===== src/rtl/tile_ccff_chain.sv =====
// Configuration-chain segment: serial shadow shift register with a validated commit into cfg_out.
// Optional macro CCFF_READBACK_EN adds rb_load, which reloads the shadow from cfg_out for serial readback.
module tile_ccff_chain #(
    parameter int CHAIN_LEN = 64,
    parameter int CNT_W     = $clog2(CHAIN_LEN + 1)
) (
    input  logic                 prog_clk,
    input  logic                 prog_reset,
    input  logic                 ccff_head,
    input  logic                 ccff_shift_en,
    input  logic                 cfg_commit,
    input  logic                 rb_load,
    output logic                 ccff_tail,
    output logic [CHAIN_LEN-1:0] cfg_out,
    output logic                 cfg_done,
    output logic                 cfg_err,
    output logic                 cfg_valid
);

    typedef enum logic [1:0] {IDLE, LOADING, FULL, COMMIT} state_t;

    localparam logic [CNT_W-1:0] CNT_FULL = CNT_W'(CHAIN_LEN);

    state_t                 state_q, state_d;
    logic [CNT_W-1:0]       cnt_q, cnt_d;
    logic [CHAIN_LEN-1:0]   shadow_q, shadow_d;
    logic [CHAIN_LEN-1:0]   cfg_out_q, cfg_out_d;
    logic                   cfg_done_q, cfg_done_d;
    logic                   cfg_err_q, cfg_err_d;
    logic                   cfg_valid_q, cfg_valid_d;

    logic                   commit_ok;
    logic                   rb_ok;
    logic                   rb_err;

`ifdef CCFF_READBACK_EN
    // Readback competes with commit: if both arrive together neither is honoured.
    always_comb begin
        rb_ok  = rb_load && !cfg_commit && !ccff_shift_en &&
                 ((state_q == IDLE) || (state_q == FULL));
        rb_err = rb_load && !rb_ok;
    end
    assign commit_ok = cfg_commit && !rb_load && !ccff_shift_en && (state_q == FULL);
`else
    logic unused_rb_load;
    assign unused_rb_load = rb_load;
    assign rb_ok     = 1'b0;
    assign rb_err    = 1'b0;
    assign commit_ok = cfg_commit && !ccff_shift_en && (state_q == FULL);
`endif

    always_comb begin
        shadow_d    = shadow_q;
        cnt_d       = cnt_q;
        cfg_out_d   = cfg_out_q;
        cfg_valid_d = cfg_valid_q;
        cfg_done_d  = (state_q == COMMIT);
        cfg_err_d   = (cfg_commit && !commit_ok) || rb_err;

        // The copy uses the pre-shift shadow even if a new frame starts this cycle.
        if (state_q == COMMIT) begin
            cfg_out_d   = shadow_q;
            cfg_valid_d = 1'b1;
        end

        if (ccff_shift_en) begin
            shadow_d = {shadow_q[CHAIN_LEN-2:0], ccff_head};
            if (cnt_q != CNT_FULL) begin
                cnt_d = cnt_q + 1'b1;
            end
        end

        if (rb_ok) begin
            shadow_d = cfg_out_q;
            cnt_d    = CNT_FULL;
        end

        if (commit_ok) begin
            cnt_d = '0;
        end

        if (commit_ok) begin
            state_d = COMMIT;
        end else if (cnt_d == CNT_FULL) begin
            state_d = FULL;
        end else if (cnt_d == '0) begin
            state_d = IDLE;
        end else begin
            state_d = LOADING;
        end
    end

    always_ff @(posedge prog_clk or posedge prog_reset) begin
        if (prog_reset) begin
            state_q     <= IDLE;
            cnt_q       <= '0;
            shadow_q    <= '0;
            cfg_out_q   <= '0;
            cfg_done_q  <= 1'b0;
            cfg_err_q   <= 1'b0;
            cfg_valid_q <= 1'b0;
        end else begin
            state_q     <= state_d;
            cnt_q       <= cnt_d;
            shadow_q    <= shadow_d;
            cfg_out_q   <= cfg_out_d;
            cfg_done_q  <= cfg_done_d;
            cfg_err_q   <= cfg_err_d;
            cfg_valid_q <= cfg_valid_d;
        end
    end

    assign ccff_tail = shadow_q[CHAIN_LEN-1];
    assign cfg_out   = cfg_out_q;
    assign cfg_done  = cfg_done_q;
    assign cfg_err   = cfg_err_q;
    assign cfg_valid = cfg_valid_q;

endmodule


===== config.mk =====
export PLATFORM = sky130hd
export DESIGN_NAME = tile_ccff_chain
export DESIGN_NICKNAME = d
export VERILOG_FILES = /design/src/rtl/tile_ccff_chain.sv
export SDC_FILE = /design/constraint.sdc
export NUM_CORES = 1
export LEC_CHECK = 0
export ABC_CLOCK_PERIOD_IN_PS = 4900
export CAP_MARGIN = 20
export CORE_MARGIN = 2
export CORE_UTILIZATION = 49
export CTS_CLUSTER_DIAMETER = 200
export DETAILED_ROUTE_END_ITERATION = 8
export PLACE_DENSITY = 0.86
export SKIP_CTS_REPAIR_TIMING = 1
export SYNTH_ARGS = -nofsm -noshare
export SYNTH_HDL_FRONTEND = slang
export SYNTH_SLANG_ARGS = --single-unit

===== constraint.sdc =====
create_clock -name prog_clk -period 4.9 [get_ports prog_clk]
set_clock_uncertainty 0.05 [all_clocks]
set_input_delay 0.98 -clock prog_clk [delete_from_list [all_inputs] [get_ports prog_clk]]
set_output_delay 0.98 -clock prog_clk [all_outputs]
set_load 0.02 [all_outputs]

==> metrics.md <==
| Metric | Value |
|---|---|
| ANT nets after route | `0` |
| Initial core utilization | `0.502` |
| Slowest stage cell on the critical path | `clkdlybuf4s50_1` |
| Largest net degree at the start of global routing | `114` |
| CTS Buf Count | `17` |
| Outcome | `completed` |
| Total Die Area | `0.0119 mm2` |
| Setup_tns | `0 ps` |
| Wirelength per Cell | `16.1 um` |
| Pleak | `0.00328 uW` |
| Ys flop type | `dfrtp_1` |
| Max FO, Critical Path | `2` |
| Share of cells above drive strength 1 | `0.391` |
| Max-Cap Viols | `0` |
| Area fraction of the dominant cell type after synthesis | `0.647` |
| Post-synthesis sequential area ratio | `0.647` |
| Top-count cell post-synth | `dfrtp_1` |
| Worst vdd ir | `around 0.00029 V` |
| Tot Pwr | `3040 uW` |
| Fmax | `0.396 GHz` |
| CTS H-tree lvls | `4` |
| Synth cell types | `32` |
| Final setup viols | `0` |
| Fin area | `0.00682 mm2` |
| Root buf cell | `clkbuf_8` |
| Slowest cell delay on critical path | `640 ps` |
| DRC violations left | `0` |
| Fin nets | `about 430` |
| Clock Tree Buf Depth | `2` |
| WP data required | `3870 ps` |
| PortBufs | `around 70` |
| Drt pass-1 iters | `4` |
| Total grt overflow | `0` |
| Worst Path Buf+Inv | `1` |
| WL final | `9.24 mm` |
| CTS tree | `built` |
| Worst slew pin tran | `999 ps` |
| Row cnt | `38` |
| Latest clock arrival within the worst-skew pair | `510 ps` |
| Nature of the critical path endpoint | `primary output` |
| RSZ-0062 raised after global routing | `no` |
| Synth Cell Area | `0.00542 mm2` |
| Clock transition at path regs | `60 ps` |
| Mapped Nets | `355` |
| Final Critical Period | `2530 ps` |
| Via count | `3007` |
| DP HPWL | `5.59 mm` |
| Area of the core | `0.0108 mm2` |
| Initial antenna violation count | `0` |
| YS warnings | `0` |
| Hold Path Class | `flop to flop` |
| Clock sinks | `140` |
| Number of diodes | `0` |
| Cell family with the largest share of critical-path delay | `buffers and inverters` |
| Yosys top cell by area | `dfrtp_1` |
| Number of global-route vias before repair | `3146` |
| Post-Syn Instances | `347` |
| Cell Chain, Critical Path | `clkdlybuf4s50_1` |
| Synth area leaders | `dfrtp_1 (65%), mux2_2 (27%), buf_2 (1.0%)` |
| Placed instance area | `0.00623 mm2` |
| Top cells by count, synth | `dfrtp_1 (140), mux2_2 (128), buf_2 (11), nor2_1 (10), clkbuf_1 (8)` |
| Fin crit share | `0.516` |
| First-pass GRT wire length | `15.5 mm` |
| Area Overhead vs Synth | `25.9%` |
| Die Span Y | `between 100 and 150 um` |
| Pins Over Slew Limit | `0` |
| Synth Register Bits | `140` |
| Vias/cell | `5.26` |
| Chip Width | `109 um` |
| Tot GR Track Use | `0.172` |
| PD cells | `approximately 450 mW/mm2` |
| Crit start category | `flop` |
| Setup CP Type | `flop to primary output` |
| Syn avg cell area | `15.6 um2` |
| I/O pins | `74` |
| Initial drt markers | `156` |
| Final hold viol count | `0` |
| EDFF count, synth | `0` |
| Async S/R FF share, synth | `1.00` |
| Worst path arrival time | `1500 ps` |
| Rel. slew slack | `0.334` |
| Gp weighted congestion | `0.810` |
-- metrics by stage --
step | std cells | utilization | worst slack, ps | hold slack [ps]
floorplan | 347 | - | 117 | 442
global placement | 540 | 0.578 | 2110 | 400
detailed placement | 540 | 0.578 | 2080 | 410
CTS | 572 | 0.632 | 2330 | 428
global route | 572 | 0.632 | 2300 | 462
finish | 572 | 0.632 | 2370 | 428
-- worst paths after layout --
kind / cells after the start / end / start / slack [ps]
max: 1 / cfg_out[8] / cfg_out[8] / 2370
min: 1 / cfg_valid / cfg_valid / 430
max reg2reg: 7 / state_q[0] / cnt_q[0] / 2830
min reg2reg: 1 / cfg_valid / cfg_valid / 430
max in group asynchronous: 3 / cfg_out[3] / prog_reset / 2810
min in group asynchronous: 2 / cfg_out[61] / prog_reset / 1000
-- power breakdown --
part | internal (uW) | switching (uW)
Clock | 779 | 466
Sequential | 1300 | 149
Combinational | 188 | 151
Total | 2270 | 766
-- layout make-up --
type	count	area, um2
clock buffers	23	477
clock inverters	9	110
fillers	780	3970
inverters	4	20.0
multi-input cells	181	1800
flip-flops and latches	140	3500
well taps	140	175
repair buffers	75	741
-- kinds of logic after synthesis --
| logic type | share of synthesized area |
|---|---|
| flops | 0.647 |
| mux | 0.268 |
| simple gates | 0.0291 |
| buf+inv | 0.0226 |
| compound gates | 0.0196 |
| xor+xnor | 0.00970 |
| fa+ha+maj | 0.00462 |
-- sequential cells by signal (all words and copies together) (netlist names) --
register,count
cnt_q,7
cfg_valid,1
shadow_q,64
cfg_done,1
cfg_err,1
state_q,2
cfg_out,64
-- placed cells by master (no fill, tap or decap), types with 4 or more instances in the layout --
master           instances
dfrtp_1                140
mux2_2                 128
clkdlybuf4s50_1         71
clkbuf_16               16
nor2_1                  10
nand4_1                  6
xor2_1                   5
clkbuf_8                 5
buf_4                    4
-- metal layers --
layer | share of wire | GRT usage | up-vias | wire [um]
met5 | 0 | 0 | - | 0
met4 | 0.0080 | 0.0632 | 0 | 74
met3 | 0.066 | 0.0753 | 7 | 606
met2 | 0.49 | 0.266 | 69 | 4560
met1 | 0.43 | 0.215 | 1558 | 4000
li1 | - | - | 1373 | -
(Power assumes the default switching activity.)
